$ cat src/rtl/mult_pkg.sv
// rtl/mult_pkg.sv - shared constants and types for the shift-and-add multiplier
package mult_pkg;

    // Default operand width; product and multiplicand are twice this.
    localparam int MULT_WIDTH = 32;

    // Bit positions inside the FSM control word {a_sel, b_sel, prod_sel, add_sel, done_flag}.
    localparam int CTRL_A_SEL    = 4;
    localparam int CTRL_B_SEL    = 3;
    localparam int CTRL_PROD_SEL = 2;
    localparam int CTRL_ADD_SEL  = 1;
    localparam int CTRL_DONE     = 0;
    localparam int CTRL_BITS     = 5;

    // Control FSM state encodings, shared so bench monitors can decode them.
    typedef enum logic [1:0] {
        ST_IDLE = 2'd0,
        ST_CALC = 2'd1,
        ST_DONE = 2'd2
    } mult_state_e;

endpackage

$ cat src/rtl/mult_shreg.sv
// rtl/mult_shreg.sv - load/shift register, one-bit logical shift in a fixed direction
module mult_shreg #(
    parameter int W          = 32,
    parameter bit SHIFT_LEFT = 1'b1
) (
    input  logic         i_clk,
    input  logic         i_resetn,
    input  logic         i_shift,
    input  logic [W-1:0] i_load_data,
    output logic [W-1:0] o_q
);

    logic [W-1:0] r_q;
    logic [W-1:0] w_shifted;

    // Zero fills the vacated end; the bit shifted out is simply dropped.
    assign w_shifted = SHIFT_LEFT ? (r_q << 1) : (r_q >> 1);

    // Load when i_shift is low, otherwise shift by one position.
    always_ff @(posedge i_clk) begin
        if (!i_resetn) begin
            r_q <= '0;
        end else if (i_shift) begin
            r_q <= w_shifted;
        end else begin
            r_q <= i_load_data;
        end
    end

    assign o_q = r_q;

endmodule

$ cat src/rtl/mult_datapath.sv
// rtl/mult_datapath.sv - shift-and-add multiplier datapath (optional b_zero output via MULT_B_ZERO_EN)
module mult_datapath
    import mult_pkg::*;
#(
    parameter int WIDTH = MULT_WIDTH
) (
    input  logic               Clock,
    input  logic               Reset,
    input  logic [WIDTH-1:0]   a_in,
    input  logic [WIDTH-1:0]   b_in,
    input  logic               a_sel,
    input  logic               b_sel,
    input  logic               prod_sel,
    input  logic               add_sel,
    input  logic               done_flag,
    output logic               b_lsb,
`ifdef MULT_B_ZERO_EN
    output logic               b_zero,
`endif
    output logic [2*WIDTH-1:0] result,
    output logic               result_valid
);

    localparam int PW = 2 * WIDTH;

    logic [CTRL_BITS-1:0] w_ctrl;
    logic [PW-1:0]        w_a;
    logic [WIDTH-1:0]     w_b;
    logic                 w_capture;
    logic                 w_idle;

    logic [PW-1:0]        r_acc;
    logic [PW-1:0]        r_result;
    logic                 r_result_valid;
    logic                 r_done_q;

    // Repack the loose control bits in the FSM's output order.
    assign w_ctrl = {a_sel, b_sel, prod_sel, add_sel, done_flag};

    mult_shreg #(.W(PW), .SHIFT_LEFT(1'b1)) u_a_reg (
        .i_clk       (Clock),
        .i_resetn    (Reset),
        .i_shift     (w_ctrl[CTRL_A_SEL]),
        .i_load_data ({{WIDTH{1'b0}}, a_in}),
        .o_q         (w_a)
    );

    mult_shreg #(.W(WIDTH), .SHIFT_LEFT(1'b0)) u_b_reg (
        .i_clk       (Clock),
        .i_resetn    (Reset),
        .i_shift     (w_ctrl[CTRL_B_SEL]),
        .i_load_data (b_in),
        .o_q         (w_b)
    );

    assign b_lsb = w_b[0];

`ifdef MULT_B_ZERO_EN
    assign b_zero = (w_b == '0);
`endif

    // Accumulator: clear, add the pre-shift multiplicand, or hold.
    always_ff @(posedge Clock) begin
        if (!Reset) begin
            r_acc <= '0;
        end else if (!w_ctrl[CTRL_PROD_SEL]) begin
            r_acc <= '0;
        end else if (w_ctrl[CTRL_ADD_SEL]) begin
            r_acc <= r_acc + w_a;
        end
    end

    // Capture on the rising edge of done_flag; FSM back in IDLE retires the result.
    assign w_capture = w_ctrl[CTRL_DONE] && !r_done_q;
    assign w_idle    = !w_ctrl[CTRL_A_SEL] && !w_ctrl[CTRL_B_SEL] && !w_ctrl[CTRL_DONE];

    // Result register and valid flag; capture takes priority over the idle clear.
    always_ff @(posedge Clock) begin
        if (!Reset) begin
            r_done_q       <= 1'b0;
            r_result       <= '0;
            r_result_valid <= 1'b0;
        end else begin
            r_done_q <= w_ctrl[CTRL_DONE];
            if (w_capture) begin
                r_result       <= r_acc;
                r_result_valid <= 1'b1;
            end else if (w_idle) begin
                r_result_valid <= 1'b0;
            end
        end
    end

    assign result       = r_result;
    assign result_valid = r_result_valid;

endmodule

$ cat config.mk
export PLATFORM = sky130hd
export DESIGN_NAME = mult_datapath
export DESIGN_NICKNAME = d
export VERILOG_FILES = /design/src/rtl/mult_pkg.sv /design/src/rtl/mult_shreg.sv /design/src/rtl/mult_datapath.sv
export SDC_FILE = /design/constraint.sdc
export NUM_CORES = 1
export LEC_CHECK = 0
export ABC_AREA = 1
export BUFFER_PORTS_ARGS = -buffer_cell sky130_fd_sc_hd__buf_4
export CAP_MARGIN = 20
export CORE_UTILIZATION = 35
export CTS_CLUSTER_SIZE = 12
export DETAILED_ROUTE_END_ITERATION = 10
export PLACE_DENSITY = 0.61
export SKIP_LAST_GASP = 1
export SLEW_MARGIN = 5
export SYNTH_ARGS = -nofsm -noshare
export SYNTH_HDL_FRONTEND = slang
export SYNTH_HIERARCHICAL = 1
export SYNTH_SLANG_ARGS = --single-unit
export TNS_END_PERCENT = 100
$ cat constraint.sdc
create_clock -name Clock -period 2.1 [get_ports Clock]
set_clock_uncertainty 0.05 [all_clocks]
set_input_delay 0.105 -clock Clock [delete_from_list [all_inputs] [get_ports Clock]]
set_output_delay 0.105 -clock Clock [all_outputs]
set_load 0.03 [all_outputs]
==> Word level (Yosys, flattened, before mapping) <==
Cells that the tools add are included.
{ "word_totals": {"ff_bits": 226} }
{ "classes": {"reduce_logical": 12, "bitwise": 1, "n_addsub": 1, "n_mux": 4} }
{ "ops": {"columns": ["operator", "count"], "rows": [
  ["adder 64 bit", 1],
  ["2-to-1 mux 32 bit", 1],
  ["2-to-1 mux 31 bit", 1],
  ["logical NOT 1 bit", 4],
  ["AND reduction 2 bit", 2],
  ["OR reduction 2 bit", 2],
  ["logical AND 1 bit", 3],
  ["2-to-1 mux 1 bit", 2],
  ["nonzero test 2 bit", 1],
  ["NOT 1 bit", 1]
]} }

==> Longest topological paths before layout <==
Gate-level depths: netlist of the first run.
{ "depth": {"depth_word": 5, "ltp_mapped": 17, "ltp_nobuf": 17} }

==> Cells and area by module <==
The synthesis of the first run kept the hierarchy.
{ "by_module_without_submodules": {"columns": ["mod", "area_each_um2", "instances", "cells_per_inst"], "rows": [
  ["mult_datapath", 10491.3, 1, 1897],
  ["mult_shreg (u_a_reg)", 2603.7, 1, 402],
  ["mult_shreg (u_b_reg)", 1323.8, 1, 199]
]} }

==> Worst setup path after synthesis of the first run <==
Ideal clock, no wire load.
{ "synth_timing": {"path_kind": "flip-flop to flip-flop", "startpoint": "register u_a_reg.r_q[0] (netlist: u_a_reg/o_q[0])", "endpoint": "register r_acc[32]", "required_time_ns": 1.941, "setup_slack_ns": 0.050, "arrival_ns": 1.891, "stages_incl_launch_ff": 17, "path_cell_list": "dfxtp_1 -> ha_1 -> fa_1 -> nand3_1 -> nand3_1 -> nand2_1 -> nand2_1 -> nand2_1 -> nand2_2 -> nand2_1 -> inv_1 -> nor2_1 -> nor2_1 -> nor2_1 -> nand2_1 -> nand2_1 -> inv_1"} }
{ "synth_between": {"elab_chain_cells": 1} }
{ "synth_rtl": {"columns": ["element", "line_no", "rtl"], "rows": [
  ["start, declared", "mult_shreg.sv:13", "logic [W-1:0] r_q;"],
  ["start signal, assigned", "mult_shreg.sv:24", "r_q <= w_shifted;"],
  ["start signal, assigned", "mult_shreg.sv:26", "r_q <= i_load_data;"],
  ["adder 64 bit", "mult_datapath.sv:69", "r_acc <= r_acc + w_a;"],
  ["end signal, assigned", "mult_datapath.sv:69", null],
  ["end, declared", "mult_datapath.sv:32", "logic [PW-1:0] r_acc;"]
]} }
No other way between the ends.
A chain may end at the register's enable or synchronous reset.

==> Worst setup path after layout of the first run <==
{ "layout_timing": {"startpoint": "register u_a_reg.r_q[0] (netlist: u_a_reg/o_q[0])", "endpoint": "register r_acc[38]"} }
Same word-level chain as after synthesis.

==> flow_summary.ini, run 1 <==
[pwr]
p_per_area_nw_per_um2 = 547
p_total_mw = 12.2
p_leak_nw = 12.3
peakVddDrop_mv = 0.519

[setup_path]
critPathKind = reg2reg
r2r_start = u_a_reg/o_q[0]
cp_max_fo = 3
cp_slowest_cell = fa_2
critPathArrivalTime_ps = 2490
worst-path-stages = 13
reg2reg_setup_slack_ps = 3
crit_family = simple AND/OR/NAND/NOR gates
r2r_cells = 13
cp-end-kind = register
timing.rr.end = r_acc[38]
cp-start-kind = register
crit_top_cell = nand2_4
cp_slowest_stage_delay_ps = 380
crit_path_cell_trace = ha_4 > fa_2 > buf_6 > nand2_4 > nand3_4 > nand2_2 > nand3_4 > nand2_4 > nand2_4 > nand2_2 > nand2_1 > o21ai_1 > inv_1
required_ps = 2500
critPathBufInv = 2

[timing]
slew_headroom_pct = 59.5
tightest_slew_ps = 605
drv_slew = 0
fmax_mhz = 477
min_period_ps = 2100
rsz0062_at_grt = yes
period_share_pct = 99.9
finalHoldViolCount = 0
finalSetupViolCount = 0

[drt]
drt_iter0_markers = 820
drt_pass1_iterations = 5
via_per_inst = 4.46
detail_route.wl_per_cell_um = 14.5
drc = 0
vias = 15705
wl_um = 51100
detail-route-antenna-nets = 0

[placement]
port-buffer-count = 136
dp_hpwl_um = 38200
gp_congestion = 0.909
dp.cells = 3373

[synthesis]
syn_area_per_cell_um2 = 5.77
synth_cells = 2498
ys_top_cells_by_area = dfxtp_1 (31%), nand2_1 (21%), inv_1 (13%)
syn_area_um2 = 14400
ys_ff_latch = 226
ys_seq_area_share_pct = 31.4
yosys.area.top_type = dfxtp_1
yosysWarnings = 6
yosys.area.top_type_share_pct = 31.4
ys_types = 29

[global_routing]
grt_pass1_wl_um = 79700
grt_max_degree = 84
antenna_found_initial = 0
grt_use_total_pct = 24.1
grt_pass1_vias = 15315
grt_overflow_total = 0

[floorplanning]
dieWidth_um = 205
die_area_um2 = 42000
ios = 137
die_h_um = 205
core_um2 = 40200
num_rows = 73
start_util_pct = 35.9

[layout]
multi_input_area_um2 = 10100
syn2layout_area_growth_pct = 54.6
regArea_um2 = 4640
nets = 3117
fill_cells = 3957
drive_gt1_share_pct = 33.7
final_util_pct = 55.5
antenna_cells = 0
instances_no_fill = 3523
final_cell_mix = nand2_1 (595), inv_1 (472), nor2_1 (421)
layout_commonest_cell = nand2_1

[run]
drv_cap = 0

[clocking]
clock_sinks = 226
clk_pin_slew_ps = 60
cts_buffers = 26
clockBufferDepth = 3
clk_latency_ps = 550
cts-root-buf = clkbuf_16
cts_tree = done
cts_max_level = 1

[min_path]
hold_path_class = in2reg
hold-path-endpoint = u_b_reg/o_q[19]
min_from = b_sel
hold_depth = 3

[outcome]
outcome = finished clean
-- how the worst max path moves through the flow --
stage | to | startpoint
6_report | r_acc[38] | u_a_reg/o_q[0]
5_1_grt | r_acc[48] | r_acc[9]
4_1_cts | r_acc[32] | u_a_reg/o_q[7]
3_5_place_dp | r_acc[32] | u_a_reg/o_q[0]
3_3_place_gp | r_acc[32] | u_a_reg/o_q[0]
2_1_floorplan | r_acc[32] | u_a_reg/o_q[0]
-- flip-flops by register name (all words and copies together), names as in the netlist --
register      flops
r_done_q          1
u_a_reg/o_q      64
result           64
result_valid      1
r_acc            64
u_b_reg/o_q      32
-- worst register-to-register path, cell delays in order, from the launching register on --
cell and delay [ps]:
dfxtp_2 340, ha_4 160, fa_2 380, buf_6 140, nand2_4 60, nand3_4 90
nand2_2 110, nand3_4 180, nand2_4 130, nand2_4 70, nand2_2 50, nand2_1 40
o21ai_1 140, inv_1 50
-- report_power, final --
part | leakage [nW] | total (mW) | switching (mW) | internal, mW
Combinational | 10.0 | 2.85 | 1.56 | 1.29
Sequential | 1.90 | 4.78 | 0.203 | 4.58
Clock | 0.418 | 4.56 | 1.84 | 2.73
Total | 12.3 | 12.2 | 3.60 | 8.60
-- synthesized netlist by cell type --
master	count
ha_1	63
nand4_1	10
inv_2	4
nor3_2	5
xor2_1	25
nand3_1	68
buf_1	3
nand3_2	5
clkbuf_1	36
fa_1	1
o21ai_1	10
a21oi_1	74
nor2_1	480
buf_4	1
inv_1	496
nand2_2	16
conb_1	1
nor2_2	17
xnor2_1	6
dfxtp_1	226
nor3_1	12
buf_6	11
nor4_2	2
o21bai_1	3
o211ai_1	4
nand2_1	806
o21ai_0	91
clkinv_1	3
buf_2	19
-- what timing repair did --
action	4_1_cts	5_1_grt
resized for setup	187	491
endpoints found under the hold margin	73	0
pin swaps	38	146
hold buffers	81	0
setup endpoints to repair	45	53
buffers inserted	14	14
-- layout make-up --
cell class | count | share of cell area [%]
Tap cell | 525 | 2.95
Clock inverter | 4 | 0.230
Sequential cell | 226 | 20.8
Clock buffer | 40 | 3.61
Multi-Input combinational cell | 1730 | 45.5
Inverter | 503 | 8.48
Timing Repair Buffer | 495 | 18.4
-- stage by stage --
step / setup slack [ps] / hold slack (ps) / setup TNS (ps) / instance area, um2
finish: 3.15 / 16.3 / 0 / 22300
detailed placement: -379 / 260 / -6670 / 17800
global route: -105 / 25.2 / -1720 / 22300
floorplan: 49.6 / 148 / 0 / 14500
global placement: -352 / 255 / -6480 / 17800
CTS: -38.1 / 1.77 / -127 / 20500
-- metal layers --
layer | share of wire, % | vias to the layer above | track usage (%)
met2 | 45 | 256 | 38.7
met3 | 3.5 | 78 | 2.37
met1 | 49 | 7065 | 33.5
met5 | 0 | - | 0
met4 | 3.4 | 0 | 8.20
li1 | - | 8306 | -
-- logic make-up (layout without fill, tap and decap cells) --
family / after synthesis / count (layout) / synth area share, %
buffers and inverters: 573 / 1042 / 15.7
adders and majority gates: 64 / 64 / 5.61
other: 1 / 32 / 0.0260
xor gates and xnor gates: 31 / 31 / 1.88
AOI/OAI and AO/OA: 182 / 182 / 6.44
and+or+nand+nor: 1421 / 1421 / 39.0
DFF: 226 / 226 / 31.4
Power figures use the tool's default switching activity.
==> run 2: changes to the inputs <==
CORE_UTILIZATION = 31   (was 35)
PLACE_DENSITY = 0.56   (was 0.61)
==> flow_summary.ini, run 2 (synthesis gave the netlist of run 1 again) <==
[setup_path]
cp_max_fo = 4
cp-end-kind = register
required_ps = 2500
cp-start-kind = register
critPathArrivalTime_ps = 2510
critPathKind = reg2reg

[clocking]
clockBufferDepth = 3
cts_max_level = 1
clk_pin_slew_ps = 60
cts_tree = done
cts-root-buf = clkbuf_16
clock_sinks = 226
cts_buffers = 27
clk_latency_ps = 570

[drt]
drt_pass1_iterations = 5
vias = 15644
drc = 0
detail-route-antenna-nets = 0
via_per_inst = 4.36
detail_route.wl_per_cell_um = 14.2
drt_iter0_markers = 733
wl_um = 51100

[global_routing]
grt_overflow_total = 0
grt_use_total_pct = 21.0
antenna_found_initial = 0
grt_pass1_vias = 14965
grt_pass1_wl_um = 79000
grt_max_degree = 163

[pwr]
peakVddDrop_mv = 0.569
p_per_area_nw_per_um2 = 559
p_total_mw = 12.4
p_leak_nw = 12.1

[layout]
layout_commonest_cell = nand2_1
antenna_cells = 0
multi_input_area_um2 = 9890
syn2layout_area_growth_pct = 53.4
final_cell_mix = nand2_1 (619), inv_1 (463), nor2_1 (433)
regArea_um2 = 4640
final_util_pct = 48.4
fill_cells = 4749
nets = 3105
fin_area_um2 = 22100
drive_gt1_share_pct = 32.1

[placement]
port-buffer-count = 136
dp_hpwl_um = 37700
gp_congestion = 0.933
placed_cell_area_um2 = 17700

[floorplanning]
die_area_um2 = 47400
core_um2 = 45700
start_util_pct = 31.6
dieWidth_um = 218
num_rows = 78
ios = 137
die_h_um = 218

[timing]
finalHoldViolCount = 0
slew_headroom_pct = 47.2
fin_hold_ws_ps = 32.9
finalSetupViolCount = 2
fin_setup_tns_ps = -7.96
tightest_slew_ps = 792
drv_slew = 0
period_share_pct = 100
fmax_mhz = 475
rsz0062_at_grt = yes
setup_ws_ps = -4.21
min_period_ps = 2100

[run]
drv_cap = 0

[outcome]
outcome = finished with violations
violations = negative setup slack

[min_path]
hold_path_class = in2reg
-- run 2: cell count changes in the layout (fill, tap and decap cells not counted), moves of 4 or more --
cell	previous run	this run
buf_4	383	358
nand2_1	595	619
dlygate4sd3_1	81	96
nand2_2	165	150
nor2_1	421	433
nor2_4	38	27
inv_2	27	37
inv_1	472	463
nand2_4	60	51
clkinv_2	2	7
dfxtp_2	84	88
o21ai_0	80	84
o21ai_1	19	15
-- run 2: timing repair --
action | 4_1_cts | 5_1_grt
hold endpoints to repair | 94 | 0
setup buffers | 10 | 20
pin swaps | 33 | 142
setup endpoints to repair | 48 | 52
resized for setup | 143 | 470
hold buffers | 96 | 0
-- run 2: worst max-delay path: stages (launching register included) --
cell and delay (ps):
dfxtp_2 330, ha_4 160, fa_2 410, nand3_2 90, nand3_4 100, inv_2 90
nor2_4 40, o21ai_4 140, nand2_4 110, nand2_2 80, nand2_1 50, nand2_1 70
nand3_2 120, nand2_1 100, inv_1 50
-- run 2: final timing paths --
kind / startpoint / to / slack, ps / depth (start not counted)
setup / recovery: r_acc[0] / r_acc[44] / -4 / 14
hold / removal: b_sel / u_b_reg/o_q[4] / 30 / 4
setup reg to reg: r_acc[0] / r_acc[44] / -4 / 14
hold reg to reg: u_b_reg/o_q[25] / u_b_reg/o_q[24] / 440 / 4
-- run 2: per-layer routing --
layer / track usage, % / routed length [um]
met1: 29.2 / 24800
met2: 34.5 / 23400
met3: 2.20 / 1860
met4: 4.84 / 1080
met5: 0 / 0
-- run 2: power by group --
part,switching [mW],leakage [nW],internal [mW]
Combinational,1.54,9.76,1.26
Sequential,0.201,1.90,4.58
Clock,1.94,0.451,2.85
Total,3.68,12.1,8.69
-- run 2: layout make-up --
cell class | instances | share of cell area [%]
clock buffer | 37 | 3.54
clock inverter | 13 | 0.577
timing repair buffer | 482 | 18.2
inverter | 503 | 8.54
multi-input combinational | 1730 | 44.7
tap | 600 | 3.39
sequential | 226 | 21.0
-- run 2: metrics by stage --
step | worst slack, ps | instances
after floorplan | 49.6 | 2529
after global placement | -387 | 3415
after detailed placement | -351 | 3415
after CTS | -59.2 | 3571
after global routing | -103 | 3591
final | -4.21 | 3591
==> run 3: changes to the inputs <==
RECOVER_POWER = 25   (was default)
==> flow_summary.ini, run 3 (synthesis gave the netlist of run 1 again) <==
[drt]
wl_um = 51200
drc = 0
detail-route-antenna-nets = 0
drt_iter0_markers = 733
drt_pass1_iterations = 5
via_per_inst = 4.36
detail_route.wl_per_cell_um = 14.2
vias = 15640

[global_routing]
grt_max_degree = 163
grt_use_total_pct = 21.0
grt_pass1_vias = 14965
antenna_found_initial = 0
grt_pass1_wl_um = 79000
grt_overflow_total = 0

[pwr]
switching_share_pct = 29.8
power_switching_mw = 3.68
p_int_mw = 8.69
p_clk_share_pct = 38.7
peakVddDrop_mv = 0.569
pwr-share-comb_pct = 22.6
p_total_mw = 12.4
sequentialPowerShare_pct = 38.6
p_leak_nw = 12.1
p_per_area_nw_per_um2 = 560

[timing]
drv_slew = 163
finalHoldViolCount = 0
finalSetupViolCount = 2
tightest_slew_ps = 1740
fmax_mhz = 476
setup_ws_ps = -3.00
period_share_pct = 100
slew_headroom_pct = -16.0
min_period_ps = 2100
fin_hold_ws_ps = 32.3
rsz0062_at_grt = yes
fin_setup_tns_ps = -5.75

[floorplanning]
core_um2 = 45700
num_rows = 78
die_area_um2 = 47400
dieWidth_um = 218
die_h_um = 218
ios = 137
start_util_pct = 31.6

[layout]
final_util_pct = 48.4
nets = 3105
syn2layout_area_growth_pct = 53.3
instances_no_fill = 3591
drive_gt1_share_pct = 32.1
layout_commonest_cell = nand2_1
final_cell_mix = nand2_1 (619), inv_1 (463), nor2_1 (433)
fin_area_um2 = 22100
antenna_cells = 0

[min_path]
hold_path_class = in2reg

[setup_path]
crit_top_cell = nand2_1
cp_slowest_stage_delay_ps = 410
cp_slowest_cell = fa_2
critPathBufInv = 2
crit_family = simple AND/OR/NAND/NOR gates
critPathKind = reg2reg
cp_max_fo = 4
reg2reg_setup_slack_ps = -3
required_ps = 2500
cp-end-kind = register
crit_path_cell_trace = ha_4 > fa_2 > nand3_2 > nand3_4 > inv_2 > nor2_4 > o21ai_4 > nand2_4 > nand2_2 > nand2_1 > nand2_1 > nand3_2 > nand2_1 > inv_1
cp-start-kind = register
critPathArrivalTime_ps = 2510

[placement]
gp_congestion = 0.933
placed_cell_area_um2 = 17700
port-buffer-count = 136
dp_hpwl_um = 37700
dp.cells = 3415
place_ws_ps = -351

[outcome]
violations = max-capacitance violations, max-slew violations, negative setup slack
outcome = finished with violations

[clocking]
clk_latency_ps = 570
cts_tree = done
cts_max_level = 1
clockBufferDepth = 3
clock_sinks = 226
cts_buffers = 27
clk_pin_slew_ps = 60
cts-root-buf = clkbuf_16

[run]
drv_cap = 1
-- run 3: changes by cell type in the layout (fill, tap and decap cells not counted), sizes merged --
cell,previous run,this run
buf,386,385
clkbuf,37,38
-- run 3: worst paths after layout --
| check | to | cells after the start | from |
|---|---|---|---|
| worst max register to register | r_acc[44] | 14 | r_acc[0] |
| worst min-delay path | u_b_reg/o_q[4] | 4 | b_sel |
| worst max-delay path | r_acc[44] | 14 | r_acc[0] |
| worst min register to register | u_b_reg/o_q[20] | 4 | u_b_reg/o_q[21] |
-- run 3: cell type report --
cell class | instances | area [um2]
fill | 4751 | 23600
multi-input combinational | 1730 | 9890
sequential | 226 | 4640
timing repair buffer | 482 | 4020
inverter | 503 | 1890
clock buffer | 37 | 783
tap | 600 | 751
clock inverter | 13 | 128
-- run 3: routing by layer --
metal	wire length, um	track usage, %
met1	24800	29.2
met2	23400	34.5
met3	1840	2.20
met4	1080	4.84
met5	0	0
-- run 3: power by group through the flow --
stage          Sequential, mW  Combinational [mW]  Clock, mW
2_1_floorplan            4.93                1.17          0
3_3_place_gp             4.79                2.24          0
3_5_place_dp             4.80                2.24          0
4_1_cts                  4.73                2.52       4.94
5_1_grt                  4.81                3.09       5.11
6_report                 4.78                2.80       4.79
-- run 3: repair_timing --
item	CTS	global route
pin swaps	33	142
setup endpoints to repair	48	52
setup buffers	10	20
resized for setup	143	470
endpoints found under the hold margin	94	0
hold buffers	96	0
-- run 3: worst min-delay path: cells and delay by family --
kind | cells | cell delay (ps)
buffers and inverters | 1 | 240
and+or+nand+nor | 3 | 230
